===== config.mk =====
export PLATFORM = sky130hd
export DESIGN_NAME = hiscore_ram_arbiter_flat
export DESIGN_NICKNAME = d
export VERILOG_FILES = /design/src/rtl/hiscore_ram_arbiter_if.sv /design/src/rtl/hiscore_ram_arbiter.sv /design/src/flat_wrapper.sv
export SDC_FILE = /design/constraint.sdc
export NUM_CORES = 1
export LEC_CHECK = 0
export BUFFER_PORTS_ARGS = -buffer_cell sky130_fd_sc_hd__buf_2
export CORE_AREA = 5 5 75 77
export DETAILED_ROUTE_END_ITERATION = 8
export DIE_AREA = 0 0 80 82
export PLACE_DENSITY = 0.77
export SYNTH_ARGS = -nofsm -noshare
export SYNTH_HDL_FRONTEND = slang
export SYNTH_SLANG_ARGS = --single-unit

===== constraint.sdc =====
create_clock -name clk -period 1.6 [get_ports clk]
set_input_delay 0.08 -clock clk [delete_from_list [all_inputs] [get_ports clk]]
set_output_delay 0.08 -clock clk [all_outputs]
set_load 0.005 [all_outputs]

===== src/rtl/hiscore_ram_arbiter_if.sv =====
// Bus bundle between the CPU RAM decode, the hiscore engine, the work RAM and the arbiter.
// The arbiter takes the slave view; the surrounding logic or a bench takes the master view.
`timescale 1ns/1ps

interface hiscore_ram_arbiter_if #(
  parameter int AW = 12
);
  logic          cpu_ram_cs;
  logic          cpu_ram_we;
  logic [AW-1:0] cpu_ram_addr;
  logic [7:0]    cpu_ram_din;
  logic [7:0]    cpu_ram_dout;

  logic          hs_req;
  logic          hs_we;
  logic [AW-1:0] hs_addr;
  logic [7:0]    hs_din;
  logic [7:0]    hs_dout;
  logic          hs_ack;

  logic [AW-1:0] ram_addr;
  logic          ram_we;
  logic [7:0]    ram_din;
  logic [7:0]    ram_dout;

  logic          cpu_pause_req;
  logic          cpu_paused;
  logic          cpu_conflict;

  modport slave (
    input  cpu_ram_cs, cpu_ram_we, cpu_ram_addr, cpu_ram_din,
    output cpu_ram_dout,
    input  hs_req, hs_we, hs_addr, hs_din,
    output hs_dout, hs_ack,
    output ram_addr, ram_we, ram_din,
    input  ram_dout,
    output cpu_pause_req, cpu_conflict,
    input  cpu_paused
  );

  modport master (
    output cpu_ram_cs, cpu_ram_we, cpu_ram_addr, cpu_ram_din,
    input  cpu_ram_dout,
    output hs_req, hs_we, hs_addr, hs_din,
    input  hs_dout, hs_ack,
    input  ram_addr, ram_we, ram_din,
    output ram_dout,
    input  cpu_pause_req, cpu_conflict,
    output cpu_paused
  );
endinterface


===== src/rtl/hiscore_ram_arbiter.sv =====
// Work-RAM arbiter: the CPU owns the port by default, the hiscore engine gets idle cycles,
// and a request starved for MAX_WAIT cycles escalates to a CPU pause handshake.
`timescale 1ns/1ps

module hiscore_ram_arbiter #(
  parameter int AW       = 12,
  parameter int MAX_WAIT = 255
) (
  input logic               clk,
  input logic               reset,
  hiscore_ram_arbiter_if.slave bus
);

  localparam logic [1:0] S_IDLE  = 2'd0;
  localparam logic [1:0] S_WAIT  = 2'd1;
  localparam logic [1:0] S_PAUSE = 2'd2;
  localparam logic [1:0] S_DATA  = 2'd3;

  // A MAX_WAIT of 0 disables escalation; the counter keeps a 1-bit floor so it stays legal.
  localparam bit              PAUSE_EN  = (MAX_WAIT != 0);
  localparam int              CW        = (MAX_WAIT > 0) ? $clog2(MAX_WAIT + 1) : 1;
  localparam logic [CW-1:0]   WAIT_LAST = (MAX_WAIT > 0) ? CW'(MAX_WAIT - 1) : '0;
  localparam logic [CW-1:0]   CNT_SAT   = '1;

  function automatic logic [CW-1:0] sat_inc(input logic [CW-1:0] v);
    return (v == CNT_SAT) ? v : v + CW'(1);
  endfunction

  logic [1:0]    state;
  logic [1:0]    state_nxt;
  logic [CW-1:0] wait_cnt;
  logic          grant;

  logic          req_we_p0;
  logic [AW-1:0] req_addr_p0;
  logic [7:0]    req_din_p0;

  logic          vld_p1;
  logic [7:0]    dout_p1;
  logic          pause_req;
  logic          conflict;

  assign grant = ((state == S_WAIT)  && !bus.cpu_ram_cs) ||
                 ((state == S_PAUSE) &&  bus.cpu_paused);

  always_comb begin
    bus.ram_addr = bus.cpu_ram_addr;
    bus.ram_din  = bus.cpu_ram_din;
    bus.ram_we   = bus.cpu_ram_cs & bus.cpu_ram_we;
    if (grant) begin
      bus.ram_addr = req_addr_p0;
      bus.ram_din  = req_din_p0;
      bus.ram_we   = req_we_p0;
    end
  end

  assign bus.cpu_ram_dout  = bus.ram_dout;
  assign bus.hs_dout       = dout_p1;
  assign bus.hs_ack        = vld_p1;
  assign bus.cpu_pause_req = pause_req;
  assign bus.cpu_conflict  = conflict;

  // CPU keeps the port on a simultaneous request; only an idle CPU cycle or a granted pause lets hiscore in.
  always_comb begin
    state_nxt = state;
    case (state)
      S_IDLE:  if (bus.hs_req) state_nxt = S_WAIT;
      S_WAIT: begin
        if (!bus.cpu_ram_cs)
          state_nxt = S_DATA;
        else if (PAUSE_EN && (wait_cnt == WAIT_LAST))
          state_nxt = S_PAUSE;
      end
      S_PAUSE: if (bus.cpu_paused) state_nxt = S_DATA;
      default: state_nxt = S_IDLE;
    endcase
  end

  // Stage p0: request capture, wait counting and pause/conflict control
  always_ff @(posedge clk or posedge reset) begin
    if (reset) begin
      state       <= S_IDLE;
      wait_cnt    <= '0;
      req_we_p0   <= 1'b0;
      req_addr_p0 <= '0;
      req_din_p0  <= '0;
      pause_req   <= 1'b0;
      conflict    <= 1'b0;
    end else begin
      state <= state_nxt;

      if ((state == S_IDLE) && bus.hs_req) begin
        req_we_p0   <= bus.hs_we;
        req_addr_p0 <= bus.hs_addr;
        req_din_p0  <= bus.hs_din;
        wait_cnt    <= '0;
      end else if ((state == S_WAIT) && bus.cpu_ram_cs) begin
        wait_cnt <= sat_inc(wait_cnt);
      end

      // Pause is raised only on entry to PAUSE and held until the access has completed.
      if ((state == S_WAIT) && (state_nxt == S_PAUSE))
        pause_req <= 1'b1;
      else if (state == S_DATA)
        pause_req <= 1'b0;

      if ((state == S_PAUSE) && grant && bus.cpu_ram_cs)
        conflict <= 1'b1;
    end
  end

  // Stage p1: RAM read data returns in DATA; writes leave the last read value in place
  always_ff @(posedge clk or posedge reset) begin
    if (reset) begin
      vld_p1  <= 1'b0;
      dout_p1 <= '0;
    end else begin
      vld_p1 <= (state == S_DATA);
      if ((state == S_DATA) && !req_we_p0)
        dout_p1 <= bus.ram_dout;
    end
  end

endmodule

===== src/flat_wrapper.sv =====
// flat-port wrapper written by rule: the top's interface ports become plain ports
module hiscore_ram_arbiter_flat 
#(
  parameter int AW       = 12,
  parameter int MAX_WAIT = 255
)
  (clk, reset, bus_cpu_ram_cs, bus_cpu_ram_we, bus_cpu_ram_addr, bus_cpu_ram_din, bus_cpu_ram_dout, bus_hs_req, bus_hs_we, bus_hs_addr, bus_hs_din, bus_hs_dout, bus_hs_ack, bus_ram_addr, bus_ram_we, bus_ram_din, bus_ram_dout, bus_cpu_pause_req, bus_cpu_conflict, bus_cpu_paused);
  hiscore_ram_arbiter_if #(.AW(AW)) bus_i ();
  input logic clk;
  input logic reset;
  input wire logic [$bits(bus_i.cpu_ram_cs)-1:0] bus_cpu_ram_cs;
  input wire logic [$bits(bus_i.cpu_ram_we)-1:0] bus_cpu_ram_we;
  input wire logic [$bits(bus_i.cpu_ram_addr)-1:0] bus_cpu_ram_addr;
  input wire logic [$bits(bus_i.cpu_ram_din)-1:0] bus_cpu_ram_din;
  output wire logic [$bits(bus_i.cpu_ram_dout)-1:0] bus_cpu_ram_dout;
  input wire logic [$bits(bus_i.hs_req)-1:0] bus_hs_req;
  input wire logic [$bits(bus_i.hs_we)-1:0] bus_hs_we;
  input wire logic [$bits(bus_i.hs_addr)-1:0] bus_hs_addr;
  input wire logic [$bits(bus_i.hs_din)-1:0] bus_hs_din;
  output wire logic [$bits(bus_i.hs_dout)-1:0] bus_hs_dout;
  output wire logic [$bits(bus_i.hs_ack)-1:0] bus_hs_ack;
  output wire logic [$bits(bus_i.ram_addr)-1:0] bus_ram_addr;
  output wire logic [$bits(bus_i.ram_we)-1:0] bus_ram_we;
  output wire logic [$bits(bus_i.ram_din)-1:0] bus_ram_din;
  input wire logic [$bits(bus_i.ram_dout)-1:0] bus_ram_dout;
  output wire logic [$bits(bus_i.cpu_pause_req)-1:0] bus_cpu_pause_req;
  output wire logic [$bits(bus_i.cpu_conflict)-1:0] bus_cpu_conflict;
  input wire logic [$bits(bus_i.cpu_paused)-1:0] bus_cpu_paused;
  assign bus_i.cpu_ram_cs = bus_cpu_ram_cs;
  assign bus_i.cpu_ram_we = bus_cpu_ram_we;
  assign bus_i.cpu_ram_addr = bus_cpu_ram_addr;
  assign bus_i.cpu_ram_din = bus_cpu_ram_din;
  assign bus_cpu_ram_dout = bus_i.cpu_ram_dout;
  assign bus_i.hs_req = bus_hs_req;
  assign bus_i.hs_we = bus_hs_we;
  assign bus_i.hs_addr = bus_hs_addr;
  assign bus_i.hs_din = bus_hs_din;
  assign bus_hs_dout = bus_i.hs_dout;
  assign bus_hs_ack = bus_i.hs_ack;
  assign bus_ram_addr = bus_i.ram_addr;
  assign bus_ram_we = bus_i.ram_we;
  assign bus_ram_din = bus_i.ram_din;
  assign bus_i.ram_dout = bus_ram_dout;
  assign bus_cpu_pause_req = bus_i.cpu_pause_req;
  assign bus_cpu_conflict = bus_i.cpu_conflict;
  assign bus_i.cpu_paused = bus_cpu_paused;
  hiscore_ram_arbiter #(.AW(AW), .MAX_WAIT(MAX_WAIT)) u_core (.clk(clk), .reset(reset), .bus(bus_i));
endmodule

* After elaboration in Yosys (flattened, before gate mapping)
Index checks and enable logic that the tools add are counted.
** Storage, ports and cells
- Flip-flop bits (word level) :: 42
- Bits in latches :: 0
- Memory bits (writable) :: 0
- Bits in read-only memories :: 0
- Bits of input ports :: 55
- Output and inout bits :: 40
- Logic and storage cells :: 46
- Memories :: 0
** Operators by class
- $add $sub $neg :: 1
- $mul :: 0
- Divide/modulo/power cells :: 0
- Magnitude comparators :: 0
- Equality and inequality tests :: 7
- Shift-type cells :: 0
- Mux-type cells :: 13
- Bitwise operators :: 1
- Reductions and logical operators :: 15
** Operator list (count)
- 8-bit 2-to-1 mux :: 4
- 8-bit equality test, second input constant :: 2
- 12-bit 2-to-1 mux :: 1
- 8-bit by 1-bit adder with 8-bit output, second input constant :: 1
- 1-bit logical AND :: 8
- 2-bit 2-to-1 mux :: 4
- 2-bit equality test, second input constant :: 3
- 2-bit case mux with 3 select lines :: 1
- 2-bit nonzero test :: 2
- 1-bit 2-to-1 mux :: 3
- 2-bit by 1-bit equality test with 1-bit output, second input constant :: 1
- 1-bit zero test :: 2
- 2-bit zero test :: 1
- 2-bit by 1-bit != test with 1-bit output, second input constant :: 1
- 2-bit AND reduction :: 1
- 1-bit AND :: 1
- 1-bit logical OR :: 1

* Logic depth before layout (Yosys ltp)
- Depth in word-level cells :: 7
- Gate-level depth with buffers :: 6
- Mapped depth without buffers :: 5

* Worst setup path before layout
Ideal clock, no wire load.
- Path kind :: register to output
- Start :: register u_core.state[1]
- End :: output port bus_ram_addr[0]
- Arrival :: 1.267 ns
- Required time :: 1.520 ns
- Setup slack :: 0.253 ns
- Stages on the path, launching flop included :: 6
- Path buffers :: 2
- Path through :: dfrtp_1 > buf_6 > nand3b_1 > o21a_1 > buf_6 > mux2_4
** On the way
- Cells in the longest elaborated chain, start to end :: 4
- Elaborated cells on any way between the ends :: 6
- Classes of those cells :: 2 x eq/ne; 1 x mux; 3 x reduce/logical
** Ends and longest elaborated chain
- start: declaration :: line hiscore_ram_arbiter.sv:29 : logic [1:0] state;
- start signal: assignment :: line hiscore_ram_arbiter.sv:90 : state <= state_nxt;
- 2-bit by 1-bit equality test with 1-bit output or 2-bit equality test (tied branches) :: line hiscore_ram_arbiter.sv:43, hiscore_ram_arbiter.sv:44
- 1-bit logical AND, on equally long branches :: line hiscore_ram_arbiter.sv:43, hiscore_ram_arbiter.sv:44
- 1-bit logical OR * :: line hiscore_ram_arbiter.sv:43 : assign grant = ((state == S_WAIT) && !bus.cpu_ram_cs) ||
- 12-bit 2-to-1 mux * :: line hiscore_ram_arbiter.sv:50 : if (grant) begin
- end: declaration :: line flat_wrapper.sv:22 : output wire logic [$bits(bus_i.ram_addr)-1:0] bus_ram_addr;
Mark *: on every way between the ends. The rest lies on a longest branch, timed or not.

* Worst setup path after layout
- Start :: register u_core.state[1]
- End :: output port bus_ram_din[7]
** On the way
- Cells in the longest elaborated chain, start to end :: 4
- Elaborated cells on any way between the ends :: 6
- Classes of those cells :: 2 x eq/ne; 1 x mux; 3 x reduce/logical
** Ends and longest elaborated chain
- 2-bit by 1-bit equality test with 1-bit output or 2-bit equality test (tied branches) :: line hiscore_ram_arbiter.sv:43, hiscore_ram_arbiter.sv:44
- 1-bit logical AND, on equally long branches :: line hiscore_ram_arbiter.sv:43, hiscore_ram_arbiter.sv:44
- 1-bit logical OR * :: line hiscore_ram_arbiter.sv:43
- 8-bit 2-to-1 mux * :: line hiscore_ram_arbiter.sv:50
- end: declaration :: line flat_wrapper.sv:24 : output wire logic [$bits(bus_i.ram_din)-1:0] bus_ram_din;
Marks and branches as above.

==> results.tsv <==
metric	value	unit
drive_gt1_frac	0.461	
yosys_warnings	0	
start_util	0.443	
failed_checks	negative setup slack	
finalWeightedCongestion	0.788	
clock-root-buffer	sky130_fd_sc_hd__clkbuf_8	
wirelength	5.58	mm
fp.dieW	80	µm
postRouteAntennaNets	0	
minimum_period_implied_by_the_final_worst_setup_slack	1.77	ns
number_of_port_buffers	94	
timing.slew.headroom	0.719	
worst_ir_drop_vdd	0.858	mV
num_vias	1926	
netlist-cell-type-count	36	
hpwl	3.93	mm
min_path_type	in2reg	
hold_start	bus_hs_addr[11]	
syn_nets	268	
synth.ff_latch_count	42	
ff2ff_path_depth	6	
clock_skew	0.00822	ns
avgRoutedWirePerCell	13.9	µm
drc	0	
clock_tree_from_tritoncts	yes	
worstSkewPairLatency	0.29	ns
cts_max_path_buffers	2	
worst_setup_slack_after_placement	0.0726	ns
crit_arrival	1.69	ns
crit-reg2reg-launch	u_core.state[1]	
floorplan.die.height	82	µm
timing_worst_setup_path_type	reg2out	
crit_path_end_kind	primary output	
worstMarginPinSlew	0.419	ns
grt_overall_usage	0.173	
cp-start-kind	flip-flop	
status	complete, but fails checks	
floorplan.io_pins	95	
num_antenna_cells	0	
layout-area-overhead-vs-synth	47.8	%
first_global_vias	1909	
first_pass_grt_wire_length	8.86	mm
floorplan.core_area	0.00494	mm²
fmax	0.564	GHz
design.die.area	0.00656	mm²
layout.nets	386	
synthesis.area_per_instance	10.4	µm²
maxCapViolations	0	
power-per-cell-area	1550	mW/mm²
initial_drc_count	78	
cts.sink_count	42	
antenna_found_initial	0	
worst_path_required_time	1.52	ns
crit_fanout	11	
syn_area	0.00219	mm²
post-route-period-util	1.11	
grt_start_max_net_pins	22	
dpl-instance-area	0.00275	mm²
placement_rows	26	
avgViaCountPerCell	4.82	
synth.yosys.seq_area_share	0.480	
final_area	0.00324	mm²
h-tree-depth	2	
reg2reg_slack	0.07	ns
timing.final.setup_violations	21	
postLayoutSetupSlackWorst	-0.173	ns
min_delay_worst_endpoint	u_core.req_addr_p0[11]	
holdPathStages	3	
rsz0062_at_grt	yes	
fin_total_pwr	0.00503	W
overflow	0	
crit-reg2reg-capture	u_core.wait_cnt[0]	
tritonroute_pass_1_iters	4	
timing.final.hold_violations	0	
timing_max_transition_violations_final	0	
leakagePower	1.69	nW
gate_count_after_technology_mapping	211	
cts.clk_slew.worst_paths	0.08	ns
cts_made_buffers	5	
==> logic make-up (layout without fill, tap and decap cells) <==
kind of cell | Yosys count | in the layout | synth area share
buffers and inverters | 24 | 143 | 0.0708
adder cells (fa/ha/maj) | 2 | 2 | 0.0114
XOR/XNOR | 1 | 1 | 0.00400
multiplexers | 30 | 30 | 0.186
AND/OR/NAND/NOR | 95 | 95 | 0.196
AO/OA/AOI/OAI | 17 | 17 | 0.0525
flip-flops | 42 | 42 | 0.480
==> per-layer routing <==
layer	wire, µm	part of all wire	track usage
met2	2890	0.52	0.310
met3	395	0.071	0.0461
met4	77	0.014	0.0422
met1	2220	0.40	0.207
met5	0	0	0
==> worst max-delay path, stage by stage (launching register included) <==
cell and delay [ns]:
sky130_fd_sc_hd__dfrtp_1 0.40, sky130_fd_sc_hd__inv_2 0.09, sky130_fd_sc_hd__nand2_2 0.08, sky130_fd_sc_hd__o21a_4 0.24, sky130_fd_sc_hd__buf_12 0.16, sky130_fd_sc_hd__mux2_4 0.31, sky130_fd_sc_hd__buf_6 0.12
==> placed cells by master (no fill, tap or decap), types with 2 or more instances in the layout <==
master                          instances
sky130_fd_sc_hd__nand2_1               64
sky130_fd_sc_hd__buf_12                 3
sky130_fd_sc_hd__dfrtp_1               42
sky130_fd_sc_hd__nand3_1                4
sky130_fd_sc_hd__a21oi_1                2
sky130_fd_sc_hd__buf_2                 76
sky130_fd_sc_hd__ha_1                   2
sky130_fd_sc_hd__nand2_2                2
sky130_fd_sc_hd__mux2i_1                2
sky130_fd_sc_hd__inv_1                  5
sky130_fd_sc_hd__buf_4                 11
sky130_fd_sc_hd__nand4_1                4
sky130_fd_sc_hd__dlygate4sd3_1         19
sky130_fd_sc_hd__buf_6                 18
sky130_fd_sc_hd__mux2_4                19
sky130_fd_sc_hd__and2_1                 2
sky130_fd_sc_hd__nand3b_1               3
sky130_fd_sc_hd__nor2_1                 7
sky130_fd_sc_hd__o21ai_0                2
sky130_fd_sc_hd__a211oi_1               4
sky130_fd_sc_hd__clkbuf_8               5
sky130_fd_sc_hd__clkbuf_1               2
sky130_fd_sc_hd__mux2_2                 9
sky130_fd_sc_hd__nor3_1                 3
==> how the worst max path moves through the flow <==
| stage | start | endpoint |
|---|---|---|
| final | u_core.state[1] | bus_ram_din[7] |
| after global routing | u_core.state[1] | bus_ram_din[7] |
| after detailed placement | u_core.state[0] | u_core.bus.hs_dout[6] |
| after CTS | u_core.state[0] | bus_ram_din[3] |
| after floorplan | u_core.state[1] | bus_ram_addr[0] |
| after global placement | u_core.state[0] | u_core.bus.hs_dout[5] |
==> synthesized netlist by cell type <==
| master | count | share of area |
|---|---|---|
| sky130_fd_sc_hd__buf_2 | 1 | 0.0023 |
| sky130_fd_sc_hd__o21a_1 | 1 | 0.0034 |
| sky130_fd_sc_hd__a31oi_1 | 2 | 0.0057 |
| sky130_fd_sc_hd__nand4_1 | 4 | 0.011 |
| sky130_fd_sc_hd__mux2i_1 | 2 | 0.0091 |
| sky130_fd_sc_hd__buf_6 | 4 | 0.021 |
| sky130_fd_sc_hd__a21o_1 | 1 | 0.0034 |
| sky130_fd_sc_hd__mux2_2 | 9 | 0.046 |
| sky130_fd_sc_hd__nand3b_1 | 3 | 0.010 |
| sky130_fd_sc_hd__clkbuf_1 | 3 | 0.0051 |
| sky130_fd_sc_hd__nor3b_2 | 1 | 0.0057 |
| sky130_fd_sc_hd__nor3_1 | 3 | 0.0069 |
| sky130_fd_sc_hd__xnor2_1 | 1 | 0.0040 |
| sky130_fd_sc_hd__nand3_1 | 4 | 0.0091 |
| sky130_fd_sc_hd__o22ai_1 | 1 | 0.0029 |
| sky130_fd_sc_hd__dfrtp_1 | 42 | 0.48 |
| sky130_fd_sc_hd__buf_4 | 9 | 0.031 |
| sky130_fd_sc_hd__inv_2 | 1 | 0.0017 |
| sky130_fd_sc_hd__o21ai_0 | 3 | 0.0069 |
| sky130_fd_sc_hd__nand2_1 | 65 | 0.11 |
| sky130_fd_sc_hd__and3_4 | 1 | 0.0051 |
| sky130_fd_sc_hd__and3b_1 | 1 | 0.0040 |
| sky130_fd_sc_hd__inv_1 | 6 | 0.010 |
| sky130_fd_sc_hd__and4_1 | 1 | 0.0040 |
| sky130_fd_sc_hd__a2bb2oi_1 | 1 | 0.0040 |
| sky130_fd_sc_hd__a211oi_1 | 4 | 0.014 |
| sky130_fd_sc_hd__and3b_2 | 1 | 0.0046 |
| sky130_fd_sc_hd__mux2_4 | 19 | 0.13 |
| sky130_fd_sc_hd__nand2_2 | 1 | 0.0029 |
| sky130_fd_sc_hd__nor4_1 | 1 | 0.0029 |
| sky130_fd_sc_hd__a311o_1 | 1 | 0.0046 |
| sky130_fd_sc_hd__ha_1 | 2 | 0.011 |
| sky130_fd_sc_hd__a21oi_1 | 2 | 0.0046 |
| sky130_fd_sc_hd__nor2_1 | 7 | 0.012 |
| sky130_fd_sc_hd__o21bai_1 | 1 | 0.0034 |
| sky130_fd_sc_hd__and2_1 | 2 | 0.0057 |
==> final cells by class <==
| type | count | area, µm² |
|---|---|---|
| Inverter | 7 | 26.3 |
| Timing Repair Buffer | 128 | 943 |
| Fill cell | 390 | 1710 |
| Sequential cell | 42 | 1050 |
| Tap cell | 70 | 87.6 |
| Clock buffer | 7 | 76.3 |
| Multi-Input combinational cell | 145 | 1020 |
| Clock inverter | 1 | 30.0 |
==> state kept, by name, indices dropped and copies added (netlist names) <==
register	flops
u_core.bus.hs_ack	1
u_core.bus.hs_dout	8
u_core.wait_cnt	8
u_core.req_we_p0	1
u_core.req_addr_p0	12
u_core.req_din_p0	8
u_core.bus.cpu_conflict	1
u_core.bus.cpu_pause_req	1
u_core.state	2
==> metrics by stage <==
step	util	TNS, ns	hold WS [ns]	cells
6_report	0.655	-3.32	0.00879	400
5_1_grt	0.655	-4.47	0.00760	400
4_1_cts	0.646	-3.19	0.00265	399
3_5_place_dp	0.555	0	0.0561	369
3_3_place_gp	0.555	0	0.0453	369
2_1_floorplan	-	0	0.185	211
==> power by group <==
part / total, W / leakage, nW / switching [W] / internal (W)
registers: 0.00176 / 0.525 / 0.000262 / 0.00150
clock network: 0.000816 / 0.0524 / 0.000350 / 0.000467
logic: 0.00246 / 1.11 / 0.00101 / 0.00145
==> what timing repair did <==
item / CTS / global route
endpoints found under the hold margin: 28 / 0
setup endpoints to repair: 21 / 28
hold buffers: 19 / 0
gates resized for setup: 20 / 6
gates cloned: 1 / 0
buffers inserted: 2 / 1
(Power assumes the default switching activity.)
